File: src/rtl/cpu_bus_bridge.sv
// cpu_bus_bridge: 6502 bus-slave bridge in the 96 MHz system domain.
// Synchronises the raw CPU pins, decodes a register window into
// NUM_PERIPH channels, issues single-cycle read/write strobes, registers the
// read-return byte and drives the active-low output buffer enable.
module cpu_bus_bridge #(
  parameter int unsigned NUM_PERIPH  = 4,
  parameter logic [15:0] BASE_ADDR   = 16'hDF00,
  parameter int unsigned REG_BITS    = 4,
  parameter int unsigned SYNC_STAGES = 2,
  parameter logic [7:0]  IDLE_BYTE   = 8'hAA
) (
  input  logic                    clk_96mhz,
  input  logic                    reset,
  input  logic                    cpu_clk,
  input  logic                    cpu_rwb,
  input  logic [15:0]             cpu_addr,
  input  logic [7:0]              cpu_data_in,
  output logic [7:0]              data_out,
  output logic                    b_en,
  output logic                    cs_window,
  output logic [REG_BITS-1:0]     per_addr,
  output logic [7:0]              per_wr_data,
  output logic [NUM_PERIPH-1:0]   per_rd_strobe,
  output logic [NUM_PERIPH-1:0]   per_wr_strobe,
  input  logic [8*NUM_PERIPH-1:0] per_rd_data
);

  // phi2, R/W, address and data travel through the synchroniser as one bus
  localparam int unsigned SW       = 26;
  localparam logic [16:0] WIN_SIZE = 17'(NUM_PERIPH << REG_BITS);

  typedef enum logic [2:0] {
    IDLE,
    RD_STROBE,
    RD_HOLD,
    WR_WAIT,
    WR_STROBE
  } state_t;

  logic [SW-1:0]         sync_q [SYNC_STAGES];
  logic [SW-1:0]         sync_bus;
  logic                  phi2_d;
  logic                  rise_q;
  logic                  fall_q;
  logic                  rwb_q;
  logic [15:0]           addr_q;
  logic [7:0]            data_q;
  logic [16:0]           offset;
  logic                  hit;
  logic [3:0]            sel_now;
  logic [3:0]            sel_r;
  logic [NUM_PERIPH-1:0] rd_onehot;
  logic [NUM_PERIPH-1:0] sel_onehot;
  logic [7:0]            rd_byte;
  logic                  fall_seen;
  state_t                state;

  // Multi-stage synchroniser for every CPU input
  always_ff @(posedge clk_96mhz or negedge reset) begin
    if (!reset) begin
      for (int unsigned i = 0; i < SYNC_STAGES; i++) sync_q[i] <= '0;
    end else begin
      sync_q[0] <= {cpu_clk, cpu_rwb, cpu_addr, cpu_data_in};
      for (int unsigned i = 1; i < SYNC_STAGES; i++) sync_q[i] <= sync_q[i-1];
    end
  end

  assign sync_bus = sync_q[SYNC_STAGES-1];

  // Registered phi2 edge detect; bus fields delayed alongside so they line up
  always_ff @(posedge clk_96mhz or negedge reset) begin
    if (!reset) begin
      phi2_d <= 1'b0;
      rise_q <= 1'b0;
      fall_q <= 1'b0;
      rwb_q  <= 1'b0;
      addr_q <= '0;
      data_q <= '0;
    end else begin
      phi2_d <= sync_bus[25];
      rise_q <= sync_bus[25] & ~phi2_d;
      fall_q <= ~sync_bus[25] & phi2_d;
      rwb_q  <= sync_bus[24];
      addr_q <= sync_bus[23:8];
      data_q <= sync_bus[7:0];
    end
  end

  // Window decode: borrow bit flags addresses below the base
  always_comb begin
    offset  = {1'b0, addr_q} - {1'b0, BASE_ADDR};
    hit     = !offset[16] && (offset < WIN_SIZE);
    sel_now = 4'(offset >> REG_BITS);
  end

  // Channel one-hots and read-return mux; unpopulated channels return IDLE_BYTE
  always_comb begin
    rd_onehot  = '0;
    sel_onehot = '0;
    rd_byte    = IDLE_BYTE;
    for (int unsigned k = 0; k < NUM_PERIPH; k++) begin
      if (sel_now == 4'(k)) rd_onehot[k] = 1'b1;
      if (sel_r == 4'(k)) begin
        sel_onehot[k] = 1'b1;
        rd_byte       = per_rd_data[8*k +: 8];
      end
    end
  end

  // Transaction FSM with registered strobes, buffer enable and latched fields
  always_ff @(posedge clk_96mhz or negedge reset) begin
    if (!reset) begin
      state         <= IDLE;
      data_out      <= 8'h00;
      b_en          <= 1'b1;
      cs_window     <= 1'b0;
      per_addr      <= '0;
      per_wr_data   <= 8'h00;
      per_rd_strobe <= '0;
      per_wr_strobe <= '0;
      sel_r         <= '0;
      fall_seen     <= 1'b0;
    end else begin
      per_rd_strobe <= '0;
      per_wr_strobe <= '0;
      if (fall_q) cs_window <= 1'b0;
      case (state)
        IDLE: begin
          if (rise_q && hit) begin
            per_addr  <= addr_q[REG_BITS-1:0];
            sel_r     <= sel_now;
            cs_window <= 1'b1;
            fall_seen <= 1'b0;
            if (rwb_q) begin
              per_rd_strobe <= rd_onehot;
              state         <= RD_STROBE;
            end else begin
              per_wr_data <= data_q;
              state       <= WR_WAIT;
            end
          end
        end
        RD_STROBE: begin
          // A fall seen here (short phi2) is remembered so RD_HOLD lasts one cycle
          data_out  <= rd_byte;
          b_en      <= 1'b0;
          fall_seen <= fall_q;
          state     <= RD_HOLD;
        end
        RD_HOLD: begin
          if (fall_q || fall_seen) begin
            b_en  <= 1'b1;
            state <= IDLE;
          end
        end
        WR_WAIT: begin
          if (fall_q) begin
            per_wr_strobe <= sel_onehot;
            state         <= WR_STROBE;
          end else begin
            per_wr_data <= data_q;
          end
        end
        WR_STROBE: state <= IDLE;
        default:   state <= IDLE;
      endcase
    end
  end

endmodule

File: config.mk
export PLATFORM = sky130hd
export DESIGN_NAME = cpu_bus_bridge
export DESIGN_NICKNAME = d
export VERILOG_FILES = /design/src/rtl/cpu_bus_bridge.sv
export SDC_FILE = /design/constraint.sdc
export NUM_CORES = 1
export LEC_CHECK = 0
export ABC_AREA = 1
export BUFFER_PORTS_ARGS = -buffer_cell sky130_fd_sc_hd__buf_2
export CORE_MARGIN = 3
export CORE_UTILIZATION = 55
export CTS_BUF_LIST = sky130_fd_sc_hd__clkbuf_8
export DETAILED_ROUTE_END_ITERATION = 8
export PLACE_DENSITY = 0.84
export SETUP_SLACK_MARGIN = 0.1
export SYNTH_ARGS = -nofsm -noshare
export SYNTH_HDL_FRONTEND = slang
export SYNTH_SLANG_ARGS = --single-unit
export TNS_END_PERCENT = 20
File: constraint.sdc
create_clock -name clk_96mhz -period 1.87 [get_ports clk_96mhz]
set_clock_uncertainty 0.05 [all_clocks]
set_input_delay 0.187 -clock clk_96mhz [delete_from_list [all_inputs] [get_ports clk_96mhz]]
set_output_delay 0.187 -clock clk_96mhz [all_outputs]
set_load 0.005 [all_outputs]
==> reports/qor.yml <==
status: "finished, final reports clean"
cap_violations: 0
synthCells: 301
whs_path_depth: 3
final.min_clock_period_ns: 1.68
port_buffers: 89
regToRegEndpoint: "per_wr_data[5]"
core_mm2: 0.00660
worstSetupStartpointType: "flop"
clk_pin_slew_ns: 0.07
io_pins: 90
cp_max_fo: 8
synthDistinctLibCells: 26
die_h_um: 90.0
drcViolationCount: 0
worstMarginPinSlew_ns: 0.479
syn_to_final_growth_pct: 34.5
yosys-top-cells-count: "dfrtp_1 (117), nand2_1 (74), inv_1 (20)"
synthTopCellsByArea: "dfrtp_1 (76%), nand2_1 (7.2%), inv_1 (1.9%)"
vias_per_cell: 4.87
critPathRequiredTime_ns: 2.13
hpwl_um: 4940
max_freq_mhz: 595
cts_tree: "built"
r2r-start: "addr_q[8]"
critPathSlowestCell: "dfrtp_1"
synth-seq-cells: 118
numCtsBuffers: 17
cts_sinks: 118
grt.overflow.total: 0
detail_route.wirelength_um: 7770
worstHoldStart: "per_rd_data[19]"
power_leakage_nw: 2.66
crit_path_end_kind: "flop"
cts_max_path_buffers: 2
cp.depth: 9
synth_nets: 362
num-fill-cells: 394
antenna_found_initial: 0
numPlacedInstances: 483
swShare: 0.214
hold_violations: 0
instances_no_fill: 552
grt_setup_unrepaired: "no"
finalWeightedCongestion: 0.803
grt_pass1_wl_um: 12900
p_seq_frac: 0.529
path_common_cell: "nand2_1"
drive_above_1_share: 0.331
min_to: "data_out[3]"
switchingPower_mw: 1.09
critPathMaxStageDelay_ns: 0.41
die_area_mm2: 0.00809
power_frac_clock: 0.423
synthFlopType: "dfrtp_1"
track_usage: 0.205
insertion_delay_ns: 0.42
antennaDiodeCount: 0
crit_buf_inv: 0
synth_async_sr_flop_share: 1.00
die_w_um: 90.0
synth_edf_count: 0
postRouteAntennaNets: 0
syn_area_mm2: 0.00388
grt_pass1_vias: 2842
r2r_slack_ns: 0.19
critPathKind: "reg -> reg"
ys_seq_area_frac: 0.762
synth.most_common_cell: "dfrtp_1"
h-tree-depth: 4
worstPathArrival_ns: 1.94
r2r.worst_path.cells: 9
yosysTopAreaCell: "dfrtp_1"
clk_root_buffer_cell: "clkbuf_8"
power_frac_comb: 0.048
cp_cell_sequence: "ha_4 -> nor2_1 -> nand2_1 -> nor2_4 -> nand3_4 -> nand2_8 -> nand2_8 -> nand2_1 -> nand2_1"
num_rows: 29
syn_area_per_cell_um2: 12.9
fin_nets: 508
synth_top_area_share: 0.755
peakVddDrop_mv: 0.655
initial_utilization: 0.587
hold_path.class: "in -> reg"
dr.pass1.iters: 4
finalSetupTns_ns: 0
drt_iter0_markers: 162
powerDensity_mw_per_mm2: 975
max_slew_margin: 0.681
p_int_mw: 4.00
critical_path.top_delay_family: "simple AND/OR/NAND/NOR gates"
setup_viol: 0
vias: 2689
finalMaxSlewViolations: 0
synth.yosys.warnings: 0
wl_per_cell_um: 14.1
grt_max_degree: 52
fin_crit_sh: 0.899
==> sequential cells by signal (all words and copies together) (netlist names) <==
signal	count
rise_q	1
sync_bus	26
fall_seen	1
phi2_d	1
per_wr_strobe	4
sync_q	26
data_out	8
data_q	8
state	3
sel_r	4
fall_q	1
addr_q	16
b_en	1
per_addr	4
cs_window	1
per_wr_data	8
rwb_q	1
per_rd_strobe	4
==> cells by family (layout without fill, tap and decap cells) <==
group / after synthesis / in the layout / synth area share
buffers and inverters: 29 / 185 / 0.0313
adder cells (fa/ha/maj): 1 / 1 / 0.00323
flip-flops: 118 / 118 / 0.762
AO/OA/AOI/OAI: 22 / 22 / 0.0384
AND/OR/NAND/NOR: 131 / 133 / 0.165
==> power groups by stage <==
stage	logic (mW)	registers, mW	clock network, mW
floorplan	0.0537	2.72	0
global placement	0.185	2.73	0
detailed placement	0.193	2.74	0
CTS	0.243	2.69	2.18
global route	0.278	2.70	2.33
finish	0.246	2.69	2.15
==> how the worst max path moves through the flow <==
stage	endpoint	slack [ns]	from
2_1_floorplan	per_wr_data[0]	0.39	addr_q[8]
3_3_place_gp	per_wr_data[2]	0.22	addr_q[9]
3_5_place_dp	per_wr_data[7]	0.12	addr_q[8]
4_1_cts	per_wr_data[3]	0.12	addr_q[8]
5_1_grt	per_wr_data[5]	0.09	addr_q[8]
6_report	per_wr_data[5]	0.19	addr_q[8]
==> through the flow <==
step	power (mW)	setup slack, ns	utilization	instance area (um2)	hold WS (ns)
final	5.08	0.190	0.790	5210	0.0274
after global routing	5.30	0.0925	0.790	5210	0.0286
after CTS	5.11	0.116	0.779	5140	0.0106
after detailed placement	2.93	0.123	0.675	4460	0.128
after global placement	2.91	0.216	0.675	4460	0.121
after floorplan	2.78	0.395	-	3880	-0.159
==> layout by cell type, fill, tap and decap left out, drive strengths merged <==
master / netlist / layout
dfrtp: 117 / 117
buf: 3 / 97
nand2: 81 / 82
dlygate4sd3: 0 / 31
inv: 25 / 29
nor2: 26 / 26
clkbuf: 0 / 19
nand3: 17 / 18
o21ai: 8 / 8
nand4: 7 / 7
clkinv: 1 / 6
o31ai: 5 / 5
o211ai: 4 / 4
o22ai: 4 / 4
bufinv: 0 / 2
a32oi: 1 / 1
ha: 1 / 1
dfstp: 1 / 1
clkinvlp: 0 / 1
==> final cells by class <==
class                           instances  area, um2  area share
Sequential cell                       118       2950       0.567
Multi-Input combinational cell        156        836       0.160
Timing Repair Buffer                  128        831       0.159
Clock buffer                           19        262      0.0502
Tap cell                               93        116      0.0223
Clock inverter                         12        115      0.0221
Inverter                               26        100      0.0192
==> routing by layer <==
layer,up-vias,global-route usage,wire length (um)
met3,15,0.0659,510
met1,1314,0.231,3030
met4,0,0.106,146
met2,94,0.349,4080
li1,1266,-,-
met5,-,0,0
==> timing repair <==
item,4_1_cts,5_1_grt
setup endpoints to repair,0,14
buffers inserted,0,5
resized for setup,0,1
hold buffers,31,0
hold endpoints to repair,67,0
==> worst min-delay path: cells and delay by family <==
kind | cells | cell delay (ns)
AND/OR/NAND/NOR | 1 | 0.09
buffers and inverters | 1 | 0.10
AO/OA/AOI/OAI | 1 | 0.08
Power figures use the tool's default switching activity.
